[config.mk]
export PLATFORM = sky130hd
export DESIGN_NAME = gated_counter_scheduler_flat
export DESIGN_NICKNAME = d
export VERILOG_FILES = /design/src/rtl/gated_counter_sched_pkg.sv /design/src/rtl/gated_counter_scheduler_if.sv /design/src/rtl/gated_counter_scheduler_rr_arbiter.sv /design/src/rtl/gated_counter_scheduler.sv /design/src/flat_wrapper.sv
export SDC_FILE = /design/constraint.sdc
export NUM_CORES = 1
export LEC_CHECK = 0
export CORE_MARGIN = 2
export CORE_UTILIZATION = 45
export DETAILED_ROUTE_END_ITERATION = 7
export PLACE_DENSITY = 0.66
export RECOVER_POWER = 25
export SLEW_MARGIN = 0
export SYNTH_ARGS = -nofsm -noshare
export SYNTH_HDL_FRONTEND = slang
export SYNTH_SLANG_ARGS = --single-unit
[constraint.sdc]
create_clock -name clk -period 4.25 [get_ports clk]
set_input_delay 0.85 -clock clk [delete_from_list [all_inputs] [get_ports clk]]
set_output_delay 0.85 -clock clk [all_outputs]
set_load 0.1 [all_outputs]
[src/rtl/gated_counter_sched_pkg.sv]
// -----------------------------------------------------------------------------
// gated_counter_sched_pkg
// Shared types and widths for the gated counter scheduler.
//   sched_state_e : controller state encoding (also exported on state_o)
//   TIMER_W       : width of the wake and idle hysteresis timers
//   GATED_CNT_W   : width of the optional gated-cycle statistics counter
//   WAKE_CNT_W    : width of the optional wake-event statistics counter
// -----------------------------------------------------------------------------
package gated_counter_sched_pkg;

   typedef enum logic [1:0] {
      GATED     = 2'd0,
      WAKE      = 2'd1,
      ACTIVE    = 2'd2,
      IDLE_HOLD = 2'd3
   } sched_state_e;

   localparam int TIMER_W     = 4;
   localparam int GATED_CNT_W = 16;
   localparam int WAKE_CNT_W  = 8;

endpackage : gated_counter_sched_pkg

[src/rtl/gated_counter_scheduler_if.sv]
// -----------------------------------------------------------------------------
// gated_counter_scheduler_if
// Bundle between requester logic and the scheduler.
//   req          : per-requester increment request (level, held until granted)
//   grant        : one-hot grant pulse, one cycle per granted increment
//   gate_en      : enable for the counter's clock gating cell
//   inc_pulse    : increment strobe to the counter (== |grant)
//   busy         : scheduler is not in GATED
//   state_o      : current state encoding, debug only
//   gated_cycles : cycles spent in GATED, saturating  (GATE_STATS_EN only)
//   wake_events  : GATED->WAKE transitions, wrapping  (GATE_STATS_EN only)
// Modports: master = requester side, slave = scheduler side.
// -----------------------------------------------------------------------------
interface gated_counter_scheduler_if #(
   parameter int NUM_REQ = 4
);
   import gated_counter_sched_pkg::*;

   logic [NUM_REQ-1:0] req;
   logic [NUM_REQ-1:0] grant;
   logic               gate_en;
   logic               inc_pulse;
   logic               busy;
   logic [1:0]         state_o;

`ifdef GATE_STATS_EN
   logic [GATED_CNT_W-1:0] gated_cycles;
   logic [WAKE_CNT_W-1:0]  wake_events;

   modport master (
      output req,
      input  grant, gate_en, inc_pulse, busy, state_o, gated_cycles, wake_events
   );
   modport slave (
      input  req,
      output grant, gate_en, inc_pulse, busy, state_o, gated_cycles, wake_events
   );
`else
   modport master (
      output req,
      input  grant, gate_en, inc_pulse, busy, state_o
   );
   modport slave (
      input  req,
      output grant, gate_en, inc_pulse, busy, state_o
   );
`endif

endinterface : gated_counter_scheduler_if

[src/rtl/gated_counter_scheduler_rr_arbiter.sv]
// -----------------------------------------------------------------------------
// rr_arbiter
// Purely combinational round-robin arbiter. Searches req_i starting at ptr_i
// and wrapping, grants the first asserted requester.
//   req_i      : request vector
//   ptr_i      : index with highest priority this cycle
//   en_i       : arbitration enable; grant_o is zero when low
//   grant_o    : one-hot grant (zero if disabled or no request)
//   next_ptr_o : index after the granted one (mod NUM_REQ), else ptr_i
// -----------------------------------------------------------------------------
module rr_arbiter #(
   parameter  int NUM_REQ = 4,
   localparam int PTR_W   = $clog2(NUM_REQ)
) (
   input  logic [NUM_REQ-1:0] req_i,
   input  logic [PTR_W-1:0]   ptr_i,
   input  logic               en_i,
   output logic [NUM_REQ-1:0] grant_o,
   output logic [PTR_W-1:0]   next_ptr_o
);

   logic found;
   int   idx;

   always_comb begin
      // NOTE: every output gets a default before any branch so no path leaves
      // it unassigned, otherwise synthesis infers a latch.
      grant_o    = '0;
      next_ptr_o = ptr_i;
      found      = 1'b0;
      idx        = 0;
      if (en_i) begin
         for (int off = 0; off < NUM_REQ; off++) begin
            idx = int'(ptr_i) + off;
            if (idx >= NUM_REQ) idx = idx - NUM_REQ;
            if (!found && req_i[idx]) begin
               found        = 1'b1;
               grant_o[idx] = 1'b1;
               next_ptr_o   = (idx == NUM_REQ - 1) ? '0 : PTR_W'(idx + 1);
            end
         end
      end
   end

endmodule : rr_arbiter

[src/rtl/gated_counter_scheduler.sv]
// -----------------------------------------------------------------------------
// gated_counter_scheduler
// Shares one clock-gated 4-bit counter among NUM_REQ requesters: opens the
// counter's clock gate on demand, waits WAKE_CYCLES for the clock to settle,
// round-robin grants one increment per cycle, and closes the gate after
// IDLE_CYCLES request-free cycles.
// Ports:
//   clk   : system clock
//   rst_n : synchronous active-low reset
//   bus   : gated_counter_scheduler_if.slave (req in; grant, gate_en,
//           inc_pulse, busy, state_o out)
// Optional feature (macro GATE_STATS_EN): adds bus.gated_cycles (saturating
// count of GATED cycles) and bus.wake_events (wrapping count of wake-ups).
// -----------------------------------------------------------------------------
module gated_counter_scheduler
   import gated_counter_sched_pkg::*;
#(
   parameter int NUM_REQ     = 4,
   parameter int IDLE_CYCLES = 4,
   parameter int WAKE_CYCLES = 1
) (
   input  logic                      clk,
   input  logic                      rst_n,
   gated_counter_scheduler_if.slave  bus
);

   localparam int PTR_W = $clog2(NUM_REQ);

   sched_state_e       state_q;
   logic [PTR_W-1:0]   ptr_q;
   logic [TIMER_W-1:0] idle_q;
   logic [TIMER_W-1:0] wake_q;
   logic [NUM_REQ-1:0] grant_q;
   logic               gate_en_q;
   logic               inc_pulse_q;

   logic [NUM_REQ-1:0] arb_grant;
   logic [PTR_W-1:0]   arb_next_ptr;
   logic               any_req;

   assign any_req = |bus.req;

   rr_arbiter #(.NUM_REQ(NUM_REQ)) u_arb (
      .req_i      (bus.req),
      .ptr_i      (ptr_q),
      .en_i       (state_q == ACTIVE),
      .grant_o    (arb_grant),
      .next_ptr_o (arb_next_ptr)
   );

   // Grants are only arbitrated in ACTIVE, and ACTIVE never leads straight to
   // GATED, so the gate is still open in the cycle the registered grant shows.
   always_ff @(posedge clk) begin
      // NOTE: sequential state uses non-blocking assignments only, so every
      // register samples pre-edge values regardless of statement order.
      if (!rst_n) begin
         state_q     <= GATED;
         ptr_q       <= '0;
         idle_q      <= '0;
         wake_q      <= '0;
         grant_q     <= '0;
         gate_en_q   <= 1'b0;
         inc_pulse_q <= 1'b0;
      end else begin
         grant_q     <= '0;
         inc_pulse_q <= 1'b0;
         unique case (state_q)
            GATED: begin
               if (any_req) begin
                  state_q   <= WAKE;
                  wake_q    <= TIMER_W'(WAKE_CYCLES - 1);
                  gate_en_q <= 1'b1;
               end
            end
            WAKE: begin
               // Requests dropping here are ignored; IDLE_HOLD handles it.
               if (wake_q == '0) state_q <= ACTIVE;
               else              wake_q  <= wake_q - 1'b1;
            end
            ACTIVE: begin
               if (any_req) begin
                  grant_q     <= arb_grant;
                  inc_pulse_q <= 1'b1;
                  ptr_q       <= arb_next_ptr;
               end else begin
                  state_q <= IDLE_HOLD;
                  idle_q  <= TIMER_W'(IDLE_CYCLES - 1);
               end
            end
            IDLE_HOLD: begin
               // A request on the expiry cycle wins over closing the gate.
               if (any_req) begin
                  state_q <= ACTIVE;
               end else if (idle_q == '0) begin
                  state_q   <= GATED;
                  gate_en_q <= 1'b0;
               end else begin
                  idle_q <= idle_q - 1'b1;
               end
            end
            default: state_q <= GATED;
         endcase
      end
   end

   assign bus.grant     = grant_q;
   assign bus.gate_en   = gate_en_q;
   assign bus.inc_pulse = inc_pulse_q;
   assign bus.busy      = (state_q != GATED);
   assign bus.state_o   = state_q;

`ifdef GATE_STATS_EN
   logic [GATED_CNT_W-1:0] gated_cycles_q;
   logic [WAKE_CNT_W-1:0]  wake_events_q;

   always_ff @(posedge clk) begin
      if (!rst_n) begin
         gated_cycles_q <= '0;
         wake_events_q  <= '0;
      end else begin
         if (state_q == GATED && gated_cycles_q != '1)
            gated_cycles_q <= gated_cycles_q + 1'b1;
         // Wraps naturally at 8 bits.
         if (state_q == GATED && any_req)
            wake_events_q <= wake_events_q + 1'b1;
      end
   end

   assign bus.gated_cycles = gated_cycles_q;
   assign bus.wake_events  = wake_events_q;
`endif

endmodule : gated_counter_scheduler
[src/flat_wrapper.sv]
// flat-port wrapper written by rule: the top's interface ports become plain ports
module gated_counter_scheduler_flat import gated_counter_sched_pkg::*;
#(
   parameter int NUM_REQ     = 4,
   parameter int IDLE_CYCLES = 4,
   parameter int WAKE_CYCLES = 1
)
  (clk, rst_n, bus_req, bus_grant, bus_gate_en, bus_inc_pulse, bus_busy, bus_state_o);
  gated_counter_scheduler_if #(.NUM_REQ(NUM_REQ)) bus_i ();
  input  logic clk;
  input  logic rst_n;
  input wire logic [$bits(bus_i.req)-1:0] bus_req;
  output wire logic [$bits(bus_i.grant)-1:0] bus_grant;
  output wire logic [$bits(bus_i.gate_en)-1:0] bus_gate_en;
  output wire logic [$bits(bus_i.inc_pulse)-1:0] bus_inc_pulse;
  output wire logic [$bits(bus_i.busy)-1:0] bus_busy;
  output wire logic [$bits(bus_i.state_o)-1:0] bus_state_o;
  assign bus_i.req = bus_req;
  assign bus_grant = bus_i.grant;
  assign bus_gate_en = bus_i.gate_en;
  assign bus_inc_pulse = bus_i.inc_pulse;
  assign bus_busy = bus_i.busy;
  assign bus_state_o = bus_i.state_o;
  gated_counter_scheduler #(.NUM_REQ(NUM_REQ), .IDLE_CYCLES(IDLE_CYCLES), .WAKE_CYCLES(WAKE_CYCLES)) u_core (.clk(clk), .rst_n(rst_n), .bus(bus_i));
endmodule
==> flow_summary.ini <==
[synthesis]
yosysMostFrequentCell = dfxtp_1
syn-cell-area_um2 = 1300
syn_avg_cell_area_um2 = 8.95
yosys.area.top_type = dfxtp_1
netlist_instances = 145
synth-async-reset-ratio_pct = 0
synth_edf_count = 0
seq_area_frac_synth_pct = 27.8
synthTopCellsByArea = dfxtp_1 28%, ha_1 12%, mux4_2 6.9%, nor2b_1 4.3%, a21oi_1 4.2%
yosys-top-cells-count = 18 x dfxtp_1, 12 x ha_1, 11 x a21oi_1
ys_types = 42
syn-num-nets = 163
synth_warnings = 0
dominantRegCellSynth = dfxtp_1
synth_top_area_share_pct = 27.8
ys_ff_latch = 18

[place]
dp_hpwl_um = 1990
portBuffers = 14
dp_cells = 185
gp_congestion = 0.808
pre_cts_slack_ns = 1.34

[power]
power_density_nw_per_um2 = 500
vdd_ir_drop_max_v = 0.000420
cellLeakagePower_nw = 0.548

[critical_path]
cp.arrival_ns = 2.26
crit_path_start_kind = flop
reg2reg_depth = 6
crit_type = reg -> out
end_kind = output pin
reg2reg_to = u_core.ptr_q[0]$_SDFFE_PN0P_
cp-endpoint = bus_busy
crit_path_start = u_core.bus.state_o[1]$_SDFFE_PN0P_
reg2reg_slack_ns = 1.52
path_max_fanout = 15
crit-reg2reg-launch = u_core.ptr_q[0]$_SDFFE_PN0P_
critPathRequiredTime_ns = 3.40

[clock_network]
clkTransAtPathRegs_ns = 0.10
cts_resized = 0
clockRootBuffer = clkbuf_4
clkLatencyLatePin_ns = 0.29
cts_num_sinks = 18
ctsHtreeMaxLevel = 1
cts_setup_buffers = 0
cts_buffers = 3
cts_tree = yes
cts_hold_buf = 0
cts_buffer_depth = 2

[global_routing]
grt_use_met2_pct = 30.2
busiest_layer = met2
grt_pass1_wl_um = 4520
use_met1_pct = 20.7
grt.met3_usage_pct = 4.91
antenna_found_initial = 0
overflow = 0
grt_max_degree = 16
first_global_vias = 1006
grt_usage_pct = 17.2

[job]
maxCapViolCount = 0

[timing]
slew_violations = 0
fin_crit_sh_pct = 73.1
finalSetupTns_ns = 0
fmax_mhz = 322
hold_viol_final = 0
rsz0062_at_grt = no
min_period_ns = 3.11
layout_setup_ws_ns = 1.14
worst_pin_slew_ns = 0.983
relSlewSlack_pct = 34.2
fin_skew_ns = 0.00321
setup_viol = 0

[layout]
nFillCells = 265
stdcell_count = 189
drive_above_1_share_pct = 8.23
synthToLayoutAreaGrowth_pct = 14.5
multi_input_area_um2 = 868
nNetsFinal = 177
n_antenna_cell = 0
ff_latch_area_um2 = 360

[floorplan]
die_y_um = 57.7
initial_core_util_pct = 47.1
rows = 19
core_area_um2 = 2760
die_w_um = 57.7
pin_count = 15
die_area_um2 = 3330

[detailed_routing]
drt_iter0_markers = 26
dr.pass1.iters = 4
drc = 0
viasPerCell = 6.12
wirelength_um = 2650
vias = 1156
wl_per_cell_um = 14.0
antenna_left = 0

[outcome]
status = complete, no violations

[hold_path]
hold_path.class = reg -> reg
-- worst max-delay path, stage by stage (launching register included) --
cell and delay (ns):
dfxtp_1 0.62, or2_2 0.21, clkdlybuf4s50_1 1.14
-- power by group --
part	internal [mW]	switching [mW]	leakage, nW	total, mW
logic	0.146	0.260	0.381	0.405
registers	0.194	0.0387	0.147	0.233
clock network	0.0522	0.0530	0.0210	0.105
total	0.392	0.351	0.548	0.743
-- stage by stage --
stage	hold WS (ns)	util [%]	power [mW]	cell area, um^2
finish	0.508	53.9	0.743	1490
global route	0.540	53.9	0.792	1490
CTS	0.510	54.0	0.746	1490
detailed placement	0.493	52.7	0.640	1450
global placement	0.485	52.7	0.632	1450
floorplan	0.458	-	0.560	1300
-- logic make-up (layout without fill, tap and decap cells) --
group	after synthesis	after routing	synth area share, %
flops	18	18	27.8
fa+ha+maj	12	12	11.6
simple gates	52	52	24.8
xor+xnor	1	1	0.675
mux	5	5	7.71
buf+inv	16	29	5.30
compound gates	41	41	22.2
-- per-layer routing --
| layer | wire (um) | vias up |
|---|---|---|
| met5 | 0 | - |
| met4 | 36 | 0 |
| met3 | 147 | 4 |
| met2 | 1330 | 41 |
| met1 | 1140 | 544 |
| li1 | - | 567 |
-- how the worst min path moves through the flow --
stage / startpoint / to / slack, ns / cells past startpoint
final: u_core.wake_q[3]$_SDFFE_PN0P_ / u_core.wake_q[3]$_SDFFE_PN0P_ / 0.51 / 2
after global routing: u_core.wake_q[2]$_SDFFE_PN0P_ / u_core.wake_q[2]$_SDFFE_PN0P_ / 0.54 / 2
after CTS: u_core.wake_q[3]$_SDFFE_PN0P_ / u_core.wake_q[3]$_SDFFE_PN0P_ / 0.51 / 2
after detailed placement: u_core.wake_q[3]$_SDFFE_PN0P_ / u_core.wake_q[3]$_SDFFE_PN0P_ / 0.49 / 2
after global placement: u_core.bus.gate_en$_SDFFE_PN0P_ / u_core.bus.gate_en$_SDFFE_PN0P_ / 0.48 / 2
after floorplan: u_core.wake_q[3]$_SDFFE_PN0P_ / u_core.wake_q[3]$_SDFFE_PN0P_ / 0.46 / 2
-- placed cells by master, fill, tap and decap left out, types with 4 or more instances in the layout --
| cell | n |
|---|---|
| nand2_1 | 8 |
| clkdlybuf4s50_1 | 13 |
| mux4_2 | 4 |
| a21o_1 | 4 |
| nand3b_1 | 4 |
| a21oi_1 | 11 |
| dfxtp_1 | 18 |
| nor2_1 | 7 |
| inv_1 | 10 |
| nor4_1 | 6 |
| ha_1 | 12 |
| o21ai_0 | 6 |
| a22oi_1 | 4 |
| nor2b_1 | 9 |
-- flip-flops by register name (all words and copies together) (netlist names) --
| name | cells |
|---|---|
| u_core.bus.state_o | 2 |
| u_core.bus.gate_en | 1 |
| u_core.ptr_q | 2 |
| u_core.wake_q | 4 |
| u_core.idle_q | 4 |
| u_core.bus.grant | 4 |
| u_core.bus.inc_pulse | 1 |
-- area by class of cell --
cell class,instances,share of cell area (%)
sequential,18,24.3
timing repair buffer,15,9.69
multi-input combinational,111,58.5
inverter,10,2.53
tap,31,2.61
clock buffer,4,2.44
No activity file was read; power rests on OpenSTA's default activity.
==> RTL edit, RTL diff (config.mk and constraints unchanged) <==
`NUM_REQ` is set to 4 in 4 places; all go to 2. Comments in the files are not updated.
--- a/src/rtl/gated_counter_scheduler_if.sv
+++ b/src/rtl/gated_counter_scheduler_if.sv
@@ -12,7 +12,7 @@
 // Modports: master = requester side, slave = scheduler side.
 // -----------------------------------------------------------------------------
 interface gated_counter_scheduler_if #(
-   parameter int NUM_REQ = 4
+   parameter int NUM_REQ = 2
 );
    import gated_counter_sched_pkg::*;
 
--- a/src/rtl/gated_counter_scheduler_rr_arbiter.sv
+++ b/src/rtl/gated_counter_scheduler_rr_arbiter.sv
@@ -9,7 +9,7 @@
 //   next_ptr_o : index after the granted one (mod NUM_REQ), else ptr_i
 // -----------------------------------------------------------------------------
 module rr_arbiter #(
-   parameter  int NUM_REQ = 4,
+   parameter  int NUM_REQ = 2,
    localparam int PTR_W   = $clog2(NUM_REQ)
 ) (
    input  logic [NUM_REQ-1:0] req_i,
--- a/src/rtl/gated_counter_scheduler.sv
+++ b/src/rtl/gated_counter_scheduler.sv
@@ -15,7 +15,7 @@
 module gated_counter_scheduler
    import gated_counter_sched_pkg::*;
 #(
-   parameter int NUM_REQ     = 4,
+   parameter int NUM_REQ     = 2,
    parameter int IDLE_CYCLES = 4,
    parameter int WAKE_CYCLES = 1
 ) (
--- a/src/flat_wrapper.sv
+++ b/src/flat_wrapper.sv
@@ -1,7 +1,7 @@
 // flat-port wrapper written by rule: the top's interface ports become plain ports
 module gated_counter_scheduler_flat import gated_counter_sched_pkg::*;
 #(
-   parameter int NUM_REQ     = 4,
+   parameter int NUM_REQ     = 2,
    parameter int IDLE_CYCLES = 4,
    parameter int WAKE_CYCLES = 1
 )
Ports: changed (resized bus_grant and bus_req); port bits go from 15 to 11. The function was not compared with the original's and may differ.
==> RTL edit against the unedited design <==
Sequential cell count fell by 3. Power is 57% lower. Wire length fell by 49%. Worst setup slack improved by 0.058 ns. Area after synthesis down 43%. Die area decreased by 41%. Final area is 41% lower. Critical path depth unchanged. Critical endpoint unchanged. Largest cell class unchanged. Largest power group is now sequential cells.
==> RTL edit: results <==
run_status:
  status: "complete, no violations"
clocking:
  cts_buffers: 3
  clock_latency_ns: 0.27
  cts_setup_buffers: 0
  h-tree-depth: 1
  hold_buffers: 0
  cts.clk_slew.worst_paths_ns: 0.08
  cts.path.max_buffers: 2
  cts_resized: 0
  cts-root-buf: "clkbuf_4"
critical_path:
  path_max_fanout: 14
  r2r_cells: 3
  r2r_setup_slack_ns: 2.71
  rr_endpoint: "u_core.wake_q[3]"
  r2r_start: "u_core.bus.state_o[0]"
drt:
  drc: 0
  dr.pass1.iters: 4
  drtIter0Drc: 3
  wirelength_mm: 1.34
  via_per_inst: 5.74
yosys:
  synthFlopType: "dfxtp_1"
  synth_area_leaders: "dfxtp_1 (41%), o21ai_0 (5.4%), ha_1 (5.1%), nor2b_1 (4.2%), a21oi_1 (3.4%)"
  synth_cell_types: 28
  synth_seq_area_share_pct: 40.7
  synthesis.nets: 89
  yosys_warnings: 0
  ys_async_sr_fraction_pct: 0
  synthTopCellsByCount: "dfxtp_1 (15), o21ai_0 (8), a21oi_1 (5), inv_1 (5), nor2b_1 (5)"
grt:
  grt_max_degree: 15
  grt_pass1_wl_mm: 2.42
  grtUsageTotal_pct: 16.4
  grt_pass1_vias: 538
  antenna_found_initial: 0
finish:
  drive_above_1_share_pct: 7.45
  largestRegisters: "u_core.idle_q x4, u_core.wake_q x4"
  n_antenna_cell: 0
  layout.nets: 102
sta:
  finalHoldWorstSlack_ns: 0.498
  finClkSkew_ns: 0.00170
  report.final.slew_viol_count: 0
  slew_headroom_pct: 35.2
min_path:
  min_from: "u_core.bus.gate_en"
  worstHoldPathCells: 2
  whs_endpoint: "u_core.bus.gate_en"
  hp-class: "reg2reg"
power_and_ir_drop:
  leakagePower_nw: 0.335
  ir_drop_mv: 0.252
place:
  io_buffers: 10
  hpwl_mm: 1.02
  gp_congestion: 0.783
  pre_cts_slack_ns: 1.52
[RTL edit: cell types whose count changed after synthesis, moves of 4 or more]
| cell | delta |
|---|---|
| nand2_1 | -7 |
| a21oi_1 | -6 |
| mux4_2 | -4 |
| a21o_1 | -4 |
| inv_1 | -5 |
| a22oi_1 | -4 |
| ha_1 | -9 |
| nor2b_1 | -4 |
| nand3b_1 | -4 |
| nor4_1 | -5 |
[RTL edit: logic make-up after synthesis]
group | Yosys count | synth area share, %
adders and majority gates | 3 | 5.09
and+or+nand+nor | 33 | 29.0
buffers and inverters | 7 | 3.73
DFF | 15 | 40.7
AOI/OAI and AO/OA | 24 | 21.4
[RTL edit: area by class of cell]
cell class,count,area (µm²)
fill,150,649
multi-input combinational,60,409
sequential,15,300
timing repair buffer,10,100
clock buffer,4,26.3
tap,16,20.0
inverter,5,18.8
[RTL edit: critical path, stage by stage (launching register included)]
cell             delay (ns)
dfxtp_1                0.59
or2_2                  0.21
clkdlybuf4s50_1        1.13
[RTL edit: worst max path at each step]
stage	end	slack, ns	startpoint
after global placement	bus_busy	1.54	u_core.bus.state_o[0]
after CTS	bus_busy	1.20	u_core.bus.state_o[0]
final	bus_busy	1.20	u_core.bus.state_o[0]
after global routing	bus_busy	1.13	u_core.bus.state_o[0]
after detailed placement	bus_busy	1.52	u_core.bus.state_o[0]
after floorplan	bus_busy	1.79	u_core.bus.state_o[1]
[RTL edit: routing by layer]
layer  share of wire [%]  wire [µm]  vias to the layer above  global-route usage [%]
met2                  45        608                        6                    24.3
met3                 2.2         29                        2                    6.12
met5                   0          0                        -                       0
met1                  51        688                      291                    22.5
li1                    -          -                      332                       -
met4                0.97         13                        0                    3.64
[RTL edit: where the power goes]
part	leakage (nW)	switching (mW)	total, mW	internal (mW)
sequential	0.122	0.00842	0.155	0.147
combinational	0.199	0.0650	0.0909	0.0259
clock	0.0150	0.0408	0.0772	0.0363
[RTL edit: stage by stage]
step | instance area [µm²] | util [%] | power [mW] | instances
CTS | 875 | 57.4 | 0.329 | 110
global route | 875 | 57.4 | 0.341 | 110
global placement | 848 | 55.7 | 0.249 | 106
finish | 875 | 57.4 | 0.323 | 110
floorplan | 737 | - | 0.228 | 82
detailed placement | 848 | 55.7 | 0.250 | 106
